## config.mk

```make
export PLATFORM = sky130hd
export DESIGN_NAME = sol32_fetch_unit
export DESIGN_NICKNAME = d
export VERILOG_FILES = /design/src/rtl/sol32_pkg.sv /design/src/rtl/sol32_fetch_fifo.sv /design/src/rtl/sol32_fetch_unit.sv
export SDC_FILE = /design/constraint.sdc
export NUM_CORES = 1
export LEC_CHECK = 0
export CAP_MARGIN = 20
export CORE_MARGIN = 10
export CORE_UTILIZATION = 45
export DETAILED_ROUTE_END_ITERATION = 12
export PLACE_DENSITY_LB_ADDON = 0.1
export SLEW_MARGIN = 10
export SYNTH_ARGS = -nofsm -noshare
export SYNTH_HDL_FRONTEND = slang
export SYNTH_HIERARCHICAL = 1
export SYNTH_SLANG_ARGS = --single-unit
```

## constraint.sdc

```tcl
create_clock -name Clock -period 5 [get_ports Clock]
set_clock_uncertainty 0.05 [all_clocks]
set_input_delay 1 -clock Clock [delete_from_list [all_inputs] [get_ports Clock]]
set_output_delay 1 -clock Clock [all_outputs]
set_load 0.1 [all_outputs]
```

## src/rtl/sol32_pkg.sv

```systemverilog
// Shared types and default widths for the sol32 fetch front end.
package sol32_pkg;

    localparam int SOL32_ADDR_WIDTH = 32;
    localparam int SOL32_DATA_WIDTH = 32;

    typedef enum logic {
        RUN   = 1'b0,
        DRAIN = 1'b1
    } fetch_state_t;

endpackage

```

## src/rtl/sol32_fetch_fifo.sv

```systemverilog
// Synchronous FIFO with flush and occupancy count; the head word is read straight from storage.
module sol32_fetch_fifo #(
    parameter  int WIDTH = 8,
    parameter  int DEPTH = 4,
    localparam int PTR_W = (DEPTH > 1) ? $clog2(DEPTH) : 1,
    localparam int CNT_W = $clog2(DEPTH + 1)
) (
    input  logic             clk,
    input  logic             rst,
    input  logic             push,
    input  logic             pop,
    input  logic             flush,
    input  logic [WIDTH-1:0] data_in,
    output logic [WIDTH-1:0] data_out,
    output logic [CNT_W-1:0] count
);

    logic [WIDTH-1:0] mem [DEPTH];
    logic [PTR_W-1:0] wr_ptr;
    logic [PTR_W-1:0] rd_ptr;

    // Callers guarantee no push when full and no pop when empty.
    always_ff @(posedge clk) begin
        if (rst || flush) begin
            wr_ptr <= '0;
            rd_ptr <= '0;
            count  <= '0;
        end else begin
            if (push)
                wr_ptr <= wr_ptr + 1'b1;
            if (pop)
                rd_ptr <= rd_ptr + 1'b1;
            count <= count + CNT_W'(push) - CNT_W'(pop);
        end
    end

    always_ff @(posedge clk) begin
        if (push && !flush)
            mem[wr_ptr] <= data_in;
    end

    assign data_out = mem[rd_ptr];

endmodule

```

## src/rtl/sol32_fetch_unit.sv

```systemverilog
// Credit-limited instruction fetch unit with prefetch queue and redirect flush.
// Optional SOL32_FETCH_HALT_EN adds a Halt input that suppresses new requests.
module sol32_fetch_unit
    import sol32_pkg::*;
#(
    parameter int                    ADDR_WIDTH    = SOL32_ADDR_WIDTH,
    parameter int                    DATA_WIDTH    = SOL32_DATA_WIDTH,
    parameter int                    DEPTH         = 4,
    parameter logic [ADDR_WIDTH-1:0] RESET_ADDRESS = '0
) (
    input  logic                  Clock,
    input  logic                  Reset,
`ifdef SOL32_FETCH_HALT_EN
    input  logic                  Halt,
`endif
    output logic                  FetchRequest,
    output logic [ADDR_WIDTH-1:0] FetchAddress,
    input  logic                  FetchAccept,
    input  logic                  InstructionReady,
    input  logic [DATA_WIDTH-1:0] Instruction,
    input  logic                  Redirect,
    input  logic [ADDR_WIDTH-1:0] RedirectAddress,
    output logic                  DecodeValid,
    output logic [DATA_WIDTH-1:0] DecodeInstruction,
    output logic [ADDR_WIDTH-1:0] DecodeAddress,
    input  logic                  DecodeReady
);

    localparam int CNT_W = $clog2(DEPTH + 1);

    fetch_state_t                      state;
    logic [ADDR_WIDTH-1:0]             pc;
    logic [CNT_W-1:0]                  occupancy;
    logic [CNT_W-1:0]                  outstanding;
    logic [CNT_W-1:0]                  outstanding_next;
    logic [CNT_W-1:0]                  stale_count;
    logic                              halt;
    logic                              credit;
    logic                              accept;
    logic                              response;
    logic                              live;
    logic [ADDR_WIDTH-1:0]             resp_addr;
    logic [DATA_WIDTH+ADDR_WIDTH-1:0]  head;

`ifdef SOL32_FETCH_HALT_EN
    assign halt = Halt;
`else
    assign halt = 1'b0;
`endif

    // Queue slots are reserved at request time, so a live response always has room.
    assign credit = ({1'b0, occupancy} + {1'b0, outstanding}) < (CNT_W + 1)'(DEPTH);

    assign FetchRequest     = !Reset && (state == RUN) && credit && !Redirect && !halt;
    assign FetchAddress     = pc;
    assign accept           = FetchRequest && FetchAccept;
    assign response         = InstructionReady && (outstanding != '0);
    assign live             = response && (stale_count == '0);
    assign outstanding_next = outstanding + CNT_W'(accept) - CNT_W'(response);

    sol32_fetch_fifo #(
        .WIDTH (ADDR_WIDTH),
        .DEPTH (DEPTH)
    ) inflight_fifo (
        .clk      (Clock),
        .rst      (Reset),
        .push     (accept),
        .pop      (response),
        .flush    (1'b0),
        .data_in  (pc),
        .data_out (resp_addr),
        .count    (outstanding)
    );

    sol32_fetch_fifo #(
        .WIDTH (DATA_WIDTH + ADDR_WIDTH),
        .DEPTH (DEPTH)
    ) queue_fifo (
        .clk      (Clock),
        .rst      (Reset),
        .push     (live && !Redirect),
        .pop      (DecodeValid && DecodeReady && !Redirect),
        .flush    (Redirect),
        .data_in  ({Instruction, resp_addr}),
        .data_out (head),
        .count    (occupancy)
    );

    assign DecodeValid       = (occupancy != '0);
    assign DecodeInstruction = DecodeValid ? head[ADDR_WIDTH +: DATA_WIDTH] : '0;
    assign DecodeAddress     = DecodeValid ? head[ADDR_WIDTH-1:0] : '0;

    // Everything still in flight at a redirect belongs to the old stream.
    always_ff @(posedge Clock) begin
        if (Reset) begin
            state       <= RUN;
            pc          <= RESET_ADDRESS;
            stale_count <= '0;
        end else if (Redirect) begin
            pc          <= RedirectAddress;
            stale_count <= outstanding_next;
            state       <= (outstanding_next != '0) ? DRAIN : RUN;
        end else begin
            if (accept)
                pc <= pc + 1'b1;
            if (response && (stale_count != '0))
                stale_count <= stale_count - 1'b1;
            if ((state == DRAIN) && (stale_count == '0))
                state <= RUN;
        end
    end

`ifndef SYNTHESIS
    // A response with nothing outstanding is a memory-side protocol violation.
    protocol_no_orphan_response: assert property (
        @(posedge Clock) disable iff (Reset) !(InstructionReady && (outstanding == '0))
    );
`endif

endmodule

```

# Yosys cells after proc, flatten, opt, wreduce, memory -nomap -nowiden
# Memory sizes are Yosys's and may differ from the RTL's. A register that Yosys moved wholly into a read port is not among the register bits.
# Cells that the tools add are included.
# W data, S select, Z words.
# totals
reg_bits,50
mem_bits_rw,384
in_bits,70
memories,2
# classes
bitwise_logic,1
magnitude_cmp,1
n_reduce_logical,23
addsub,11
n_mux,17
# mem_list
name,depth,word_bits,rd,rd_clocked_by_memory_dff,wr,line_no,source
queue_fifo.mem,4,64,1,1,1,sol32_fetch_fifo.sv:18,logic [WIDTH-1:0] mem [DEPTH];
inflight_fifo.mem,4,32,1,1,1,sol32_fetch_fifo.sv:18,
# op_table
cell,count
$mux W32,4
$add A32 B1 Y32 const B,1
$logic_and A1 B1 Y1,12
$reduce_bool A3 Y1,4
$add A2 B1 Y2 const B,4
$mux W2,4
$mux W1,7
$add A3 B1 Y3,2
$mux W3,2
$reduce_bool A2 Y1,3
$sub A3 B1 Y3,2
$add A3 B3 Y4,1
$lt A4 B3 Y1 const B,1
$logic_not A3 Y1,1
$sub A3 B1 Y3 const B,1
$logic_not A1 Y1,2
$logic_or A1 B1 Y1,1
$not A1 Y1,1

# Depth between registers and ports, before layout
# Gate-level depths: netlist of run 1.
# depth
depth_word,10
mapped_depth,13
ltp_nobuf,11

# By module
# The synthesis of run 1 kept the hierarchy.
# modules_own_cells
module,cells_each,n_inst,area_each_um2
sol32_fetch_fifo at queue_fifo,379,1,9756.9
sol32_fetch_fifo at inflight_fifo,212,1,5104.9
sol32_fetch_unit,357,1,2726.4

# Worst setup path before layout of run 1
# Ideal clock, no wire load.
# synth_path
path_type,input to register
start,in Redirect
end,"mem queue_fifo/mem[0][0] (netlist name), enable pin"
arrival_time_ns,3.615
slack_ns,0.906
cell_stages,5
setup_time_ns,0.429
required_ns,4.521
path_cell_list,clkbuf_1 clkbuf_1 nor3b_1 nor2b_1 and2_1
# synth_via
elab_chain_len,5
# synth_rtl
element,line_no,source
from (decl),sol32_fetch_unit.sv:21,"input logic Redirect,"
$logic_not A1 Y1 (*),"sol32_fetch_fifo.sv:38, sol32_fetch_unit.sv:81",
$logic_and A1 B1 Y1,sol32_fetch_unit.sv:81,".push (live && !Redirect),"
$logic_and A1 B1 Y1 (*),sol32_fetch_fifo.sv:38,if (push && !flush)
$mux W1 (*),sol32_fetch_fifo.sv:38,
$mux W1 (implied by the code) (*),sol32_fetch_fifo.sv:39,mem[wr_ptr] <= data_in;
to (decl),sol32_fetch_fifo.sv:18,
# Every way passes the cells marked *; elsewhere a longest branch is shown, timed or not.

# Worst setup path in the final report of run 1
# layout_path
start,reg queue_fifo.count[1]
end,out DecodeAddress[15]
# layout_via
elab_chain_len,2
# layout_rtl
element,line_no,source
from (decl),sol32_fetch_fifo.sv:15,output logic [CNT_W-1:0] count
from (signal assigned),sol32_fetch_fifo.sv:33,count <= count + CNT_W'(push) - CNT_W'(pop);
$reduce_bool A3 Y1,sol32_fetch_unit.sv:89,assign DecodeValid = (occupancy != '0);
$mux W32,sol32_fetch_unit.sv:91,assign DecodeAddress = DecodeValid ? head[ADDR_WIDTH-1:0] : '0;
to (decl),sol32_fetch_unit.sv:25,"output logic [ADDR_WIDTH-1:0] DecodeAddress,"
# No other way between the ends.

==> impl_results.md, run 1 <==
* Status: complete, no violations
* Async S/R FF share, synth at 0
* Vias post-DR at 9,049
* F_max at 229 MHz
* Synthesized flop and latch total at 438
* Mapped Cells at 948
* Synth top area share at 0.656
* Worst EP required at 3950 ps
* Post-CTS Setup Bufs at 0
* Leak Pwr at 6.87 nW
* RSZ-0062 raised after global routing: false
* PortBufs at 167
* Slew margin rel. at 0.306
* First-pass GRT wire length at 57,900 um
* Syn Area/Cell at 18.6 um^2
* CP Data Arrival Time at 3310 ps
* Distinct cells, synth at 67
* CTS tree: yes
* Die height at 218 um
* GRT overflow at 0
* DP Worst Slack at 1050 ps
* Vias in the first global route at 9,550
* Hold Crit Class: reg -> reg
* Hold Vio Cnt, Final at 0
* CP bufs+invs at 2
* Post-DP HPWL at 23,400 um
* Critical-path cell list: or3_2 -> buf_4 -> and2_1 -> clkdlybuf4s50_1
* Initial core utilization at 0.455
* CP startpoint kind: flop
* Count of hold-fix buffers inserted at cts at 0
* Total of max-cap violations at 0
* PnR Total Power at 7.78 mW
* Routed len/inst at 21.9 um
* Slowest CP cell: clkdlybuf4s50_1
* Number of synthesized flops with an enable pin at 384
* Share of layout cells above drive strength 1 at 0.205
* Crit path kind: reg -> out
* Longest Clk Path Bufs at 3
* Tightest Pin Transition at 1040 ps
* Power per Cell Area at 366 mW/mm^2
* Most common cell after layout, fill and taps aside: edfxtp_1
* Num rows at 72
* Average via count per standard cell at 5.32
* Resize count post-CTS at 0
* Hold slack at 441 ps
* Cell taking the most area after synthesis: edfxtp_1
* Post-layout nets at 1,238
* First-pass DRT Iterations at 5
* Total routed wirelength at 37,300 um
* Ys flop type: edfxtp_1
* Drt first-iter violations at 613
* Final TNS setup at 0 ps
* Final setup fails at 0
* Delay of the slowest critical-path stage at 1130 ps
* Die width at 218 um
* Sink Count at 438
* Worst-path clk slew at 60 ps
* Yosys warns at 6
* Largest net degree at the start of global routing at 57
* Synth area leaders: edfxtp_1 66%, mux4_2 12%, dfxtp_1 6.1%
* Post-route DRC at 0
* Placer Congestion at 0.811
* Total GRT Usage at 0.158
* Final Worst Setup Slack at 642 ps
* Area Growth Syn to Fin at 20.6%
* Worst path top cell family by delay: buffers and inverters
* Clock Tree Root: clkbuf_16
* Post-synthesis sequential area ratio at 0.717
* Commonest cells after routing, fill and taps aside: 384 x edfxtp_1, 130 x clkdlybuf4s50_1, 90 x mux4_2
* Initial antenna violation count at 0
* Antenna-violating nets left at 0
* Peak supply drop at 0.000196 V
* Fin crit share at 0.872
* Netlist Area Pre-Place at 0.0176 mm^2
* Slew Viols, Final at 0
* Layout Utilization at 0.549
* CP Capture Type: output pin
* Num ports at 168
* Tmin final at 4360 ps
* Critical Path Fanout Max at 56
* H-tree levels at 2
* # diodes at 0
* Clock Latency Late Sink at 550 ps
* Core Box Area at 0.0386 mm^2
* Die Area at 0.0474 mm^2
* Total CTS buffers at 47
==> state kept, by name, indices dropped and copies added (netlist names), named ones only <==
signal                count
inflight_fifo/count       3
queue_fifo/mem          256
queue_fifo/count          3
queue_fifo/wr_ptr         2
FetchAddress             32
state                     1
inflight_fifo/rd_ptr      2
inflight_fifo/mem       128
stale_count               3
inflight_fifo/wr_ptr      2
queue_fifo/rd_ptr         2
==> cells by family (layout without fill, tap and decap cells) <==
group / count (synthesis) / in the layout / synth area share
xor gates and xnor gates: 19 / 19 / 0.0112
buffers and inverters: 70 / 304 / 0.0263
other: 1 / 2 / 0.000213
adders and majority gates: 22 / 22 / 0.0169
and+or+nand+nor: 228 / 228 / 0.0756
AOI/OAI and AO/OA: 71 / 71 / 0.0267
muxes: 99 / 99 / 0.126
DFF: 438 / 438 / 0.717
==> worst reg2reg max path, stage by stage, from the launching register on <==
cell and delay [ps]:
dfxtp_1 320, or3_2 910, and3_1 450, ha_1 300, inv_1 40, ha_1 180, fa_1 390, xor3_1 350
nor2_1 90
==> where the power goes <==
group          switching, mW  leakage, nW  total, mW  internal [mW]
clock                   1.33        0.716       3.29           1.96
sequential            0.0556         3.91       4.06           4.00
combinational          0.285         2.25      0.430          0.145
==> layout make-up <==
cell class / instances / area, um^2
Tap cell: 518 / 648
Inverter: 25 / 93.8
Fill cell: 3027 / 17400
Clock inverter: 21 / 144
Clock buffer: 65 / 1340
Sequential cell: 438 / 12600
Multi-Input combinational cell: 441 / 4530
Timing Repair Buffer: 193 / 1850
==> per-layer routing <==
metal / part of all wire / wire length, um / global-route usage / vias to the layer above
li1: - / - / - / 4158
met1: 0.44 / 16200 / 0.206 / 4590
met2: 0.48 / 17800 / 0.259 / 246
met3: 0.067 / 2490 / 0.0416 / 55
met4: 0.019 / 692 / 0.0436 / 0
met5: 0 / 0 / 0 / -
==> synth_stat cells, drive strengths merged, types with 3 or more instances <==
master  instances
dfxtp          54
a31oi           8
or4             3
or3             6
fa              3
ha             19
nand2b          4
xor2            7
o211ai          5
and2           78
nor2b           3
a21oi          17
nand3b          3
mux4           96
and3            9
edfxtp        384
nor3b           4
mux2i           3
nand2          35
nand3          12
nor4            6
clkbuf         21
o21ai          11
nor2           41
buf            23
and4            3
o31ai           6
xnor2          10
nand4          10
a211oi          9
inv            25
nor3            8
a311oi          4
==> final timing paths <==
check                 startpoint  cells past startpoint             endpoint  slack [ps]
max          queue_fifo/count[1]                      4    DecodeAddress[15]         640
min               stale_count[2]                      2       stale_count[2]         440
max reg2reg  queue_fifo/count[0]                      8  queue_fifo/count[2]        1860
min reg2reg       stale_count[2]                      2       stale_count[2]         440
==> through the flow <==
step                area [um^2]  std cells
floorplan                 17600        949
global placement          19700       1615
detailed placement        19700       1615
CTS                       21200       1701
global route              21200       1701
finish                    21200       1701
Power figures use the tool's default switching activity.
==> inputs of run 2 (changes only) <==
Settings changed: CAP_MARGIN 20 to 10, CORE_UTILIZATION 45 to 55.
==> run 2 against run 1 <==
Die area fell by 17%. Sequential power barely moved. Worst setup slack improved by 100 ps. Critical path depth did not move. Non-clock buffer count fell by 5. Total power fell by 2.0%. First-iteration DRC count rose by 19%. Critical path type unchanged.
==> impl_results.md, run 2 (synthesized netlist as in run 1, its figures left out) <==
* Sink Count at 438
* CTS tree: yes
* Power per Cell Area at 364 mW/mm^2
* CP Data Arrival Time at 3210 ps
* Vias post-DR at 9,076
* Total routed wirelength at 35,200 um
* Core Box Area at 0.0316 mm^2
* CP bufs+invs at 2
* Total of max-cap violations at 0
* Sw Share at 0.211
* Final Worst Setup Slack at 741 ps
* Post-DP HPWL at 21,700 um
* Clock Latency Late Sink at 530 ps
* Register name with the most flops: queue_fifo/mem
* CP startpoint kind: flop
* Routed len/inst at 22.4 um
* Slowest CP cell: clkdlybuf4s50_1
* F_max at 235 MHz
* Worst EP required at 3950 ps
* Die width at 199 um
* Num ports at 168
* Final TNS setup at 0 ps
* Worst path top cell family by delay: buffers and inverters
* Antenna-violating nets left at 0
* Critical Path Fanout Max at 41
* Average via count per standard cell at 5.78
* Peak supply drop at 0.000252 V
* Total GRT Usage at 0.181
* Post-layout nets at 1,230
* Clock share of power at 0.411
* DP Worst Slack at 1210 ps
* Area Growth Syn to Fin at 19.0%
* Count of hold-fix buffers inserted at cts at 0
* Post-route DRC at 0
* Net switching power at 1.61 mW
* Initial core utilization at 0.557
* Die Area at 0.0395 mm^2
* Slew margin rel. at 0.291
* Leak Pwr at 6.81 nW
* Commonest cells after routing, fill and taps aside: 384 x edfxtp_1, 126 x clkdlybuf4s50_1, 90 x mux4_2
* Hold Vio Cnt, Final at 0
* Tmin final at 4260 ps
* Vias in the first global route at 9,449
* Share of layout cells above drive strength 1 at 0.207
* RSZ-0062 raised after global routing: false
* Crit path kind: reg -> out
* Hold slack at 450 ps
* Slew Viols, Final at 0
* Post-CTS Setup Bufs at 0
* Status: complete, no violations
* Drt first-iter violations at 731
* Most common cell after layout, fill and taps aside: edfxtp_1
* Total CTS buffers at 44
* H-tree levels at 2
* PortBufs at 167
* Initial antenna violation count at 0
* CP Capture Type: output pin
* Combinational Power Share at 0.056
* Num rows at 65
* Longest Clk Path Bufs at 3
* GRT overflow at 0
* Final setup fails at 0
* Max reg flops at 256
* Tightest Pin Transition at 1060 ps
* Largest net degree at the start of global routing at 65
* # diodes at 0
* Worst-path clk slew at 60 ps
* Die height at 199 um
* Delay of the slowest critical-path stage at 1130 ps
* Placer Congestion at 0.834
* Internal Power at 6.01 mW
* Clock Tree Root: clkbuf_16
* Resize count post-CTS at 0
* Hold Crit Class: reg -> reg
* Critical-path cell list: or3_2 -> buf_4 -> and2_1 -> clkdlybuf4s50_1
* First-pass GRT wire length at 55,300 um
* Fin crit share at 0.852
* First-pass DRT Iterations at 5
* Flop pwr share at 0.533
==> run 2: area by class of cell <==
class,count,area (um^2)
clock buffers,61,1230
clock inverters,14,159
inverters,25,93.8
flip-flops and latches,438,12600
well taps,402,503
repair buffers,188,1800
fillers,2158,10600
multi-input cells,441,4520
==> run 2: metal layers <==
metal,global-route usage,vias up,routed length (um)
met2,0.291,279,16900
met4,0.0432,0,552
met1,0.248,4624,15300
li1,-,4127,-
met3,0.0417,46,2400
met5,0,-,0
==> run 2: worst min-delay path, stage by stage (launching register included) <==
cell      delay (ps)
dfxtp_1          320
nand2_1           60
a311oi_1          80
==> run 2: final timing paths <==
kind	start	endpoint	slack [ps]	depth (start not counted)
setup / recovery	queue_fifo/count[1]	DecodeAddress[20]	740	4
hold / removal	stale_count[2]	stale_count[2]	450	2
setup reg to reg	queue_fifo/count[0]	queue_fifo/count[2]	1970	8
hold reg to reg	stale_count[2]	stale_count[2]	450	2
==> run 2: per-stage QoR <==
stage	power [mW]	area [um^2]	utilization	std cells
final	7.62	20900	0.663	1569
after global routing	7.89	20900	0.663	1569
after CTS	7.70	20900	0.663	1569
after detailed placement	4.56	19500	0.619	1494
after global placement	4.56	19500	0.619	1494
after floorplan	4.40	17600	-	949
==> run 2: power by group through the flow <==
stage | Sequential, mW | Combinational, mW | Clock, mW
6_report | 4.06 | 0.425 | 3.14
5_1_grt | 4.07 | 0.451 | 3.37
4_1_cts | 4.06 | 0.428 | 3.21
3_5_place_dp | 4.14 | 0.426 | 0
3_3_place_gp | 4.14 | 0.423 | 0
2_1_floorplan | 4.23 | 0.165 | 0
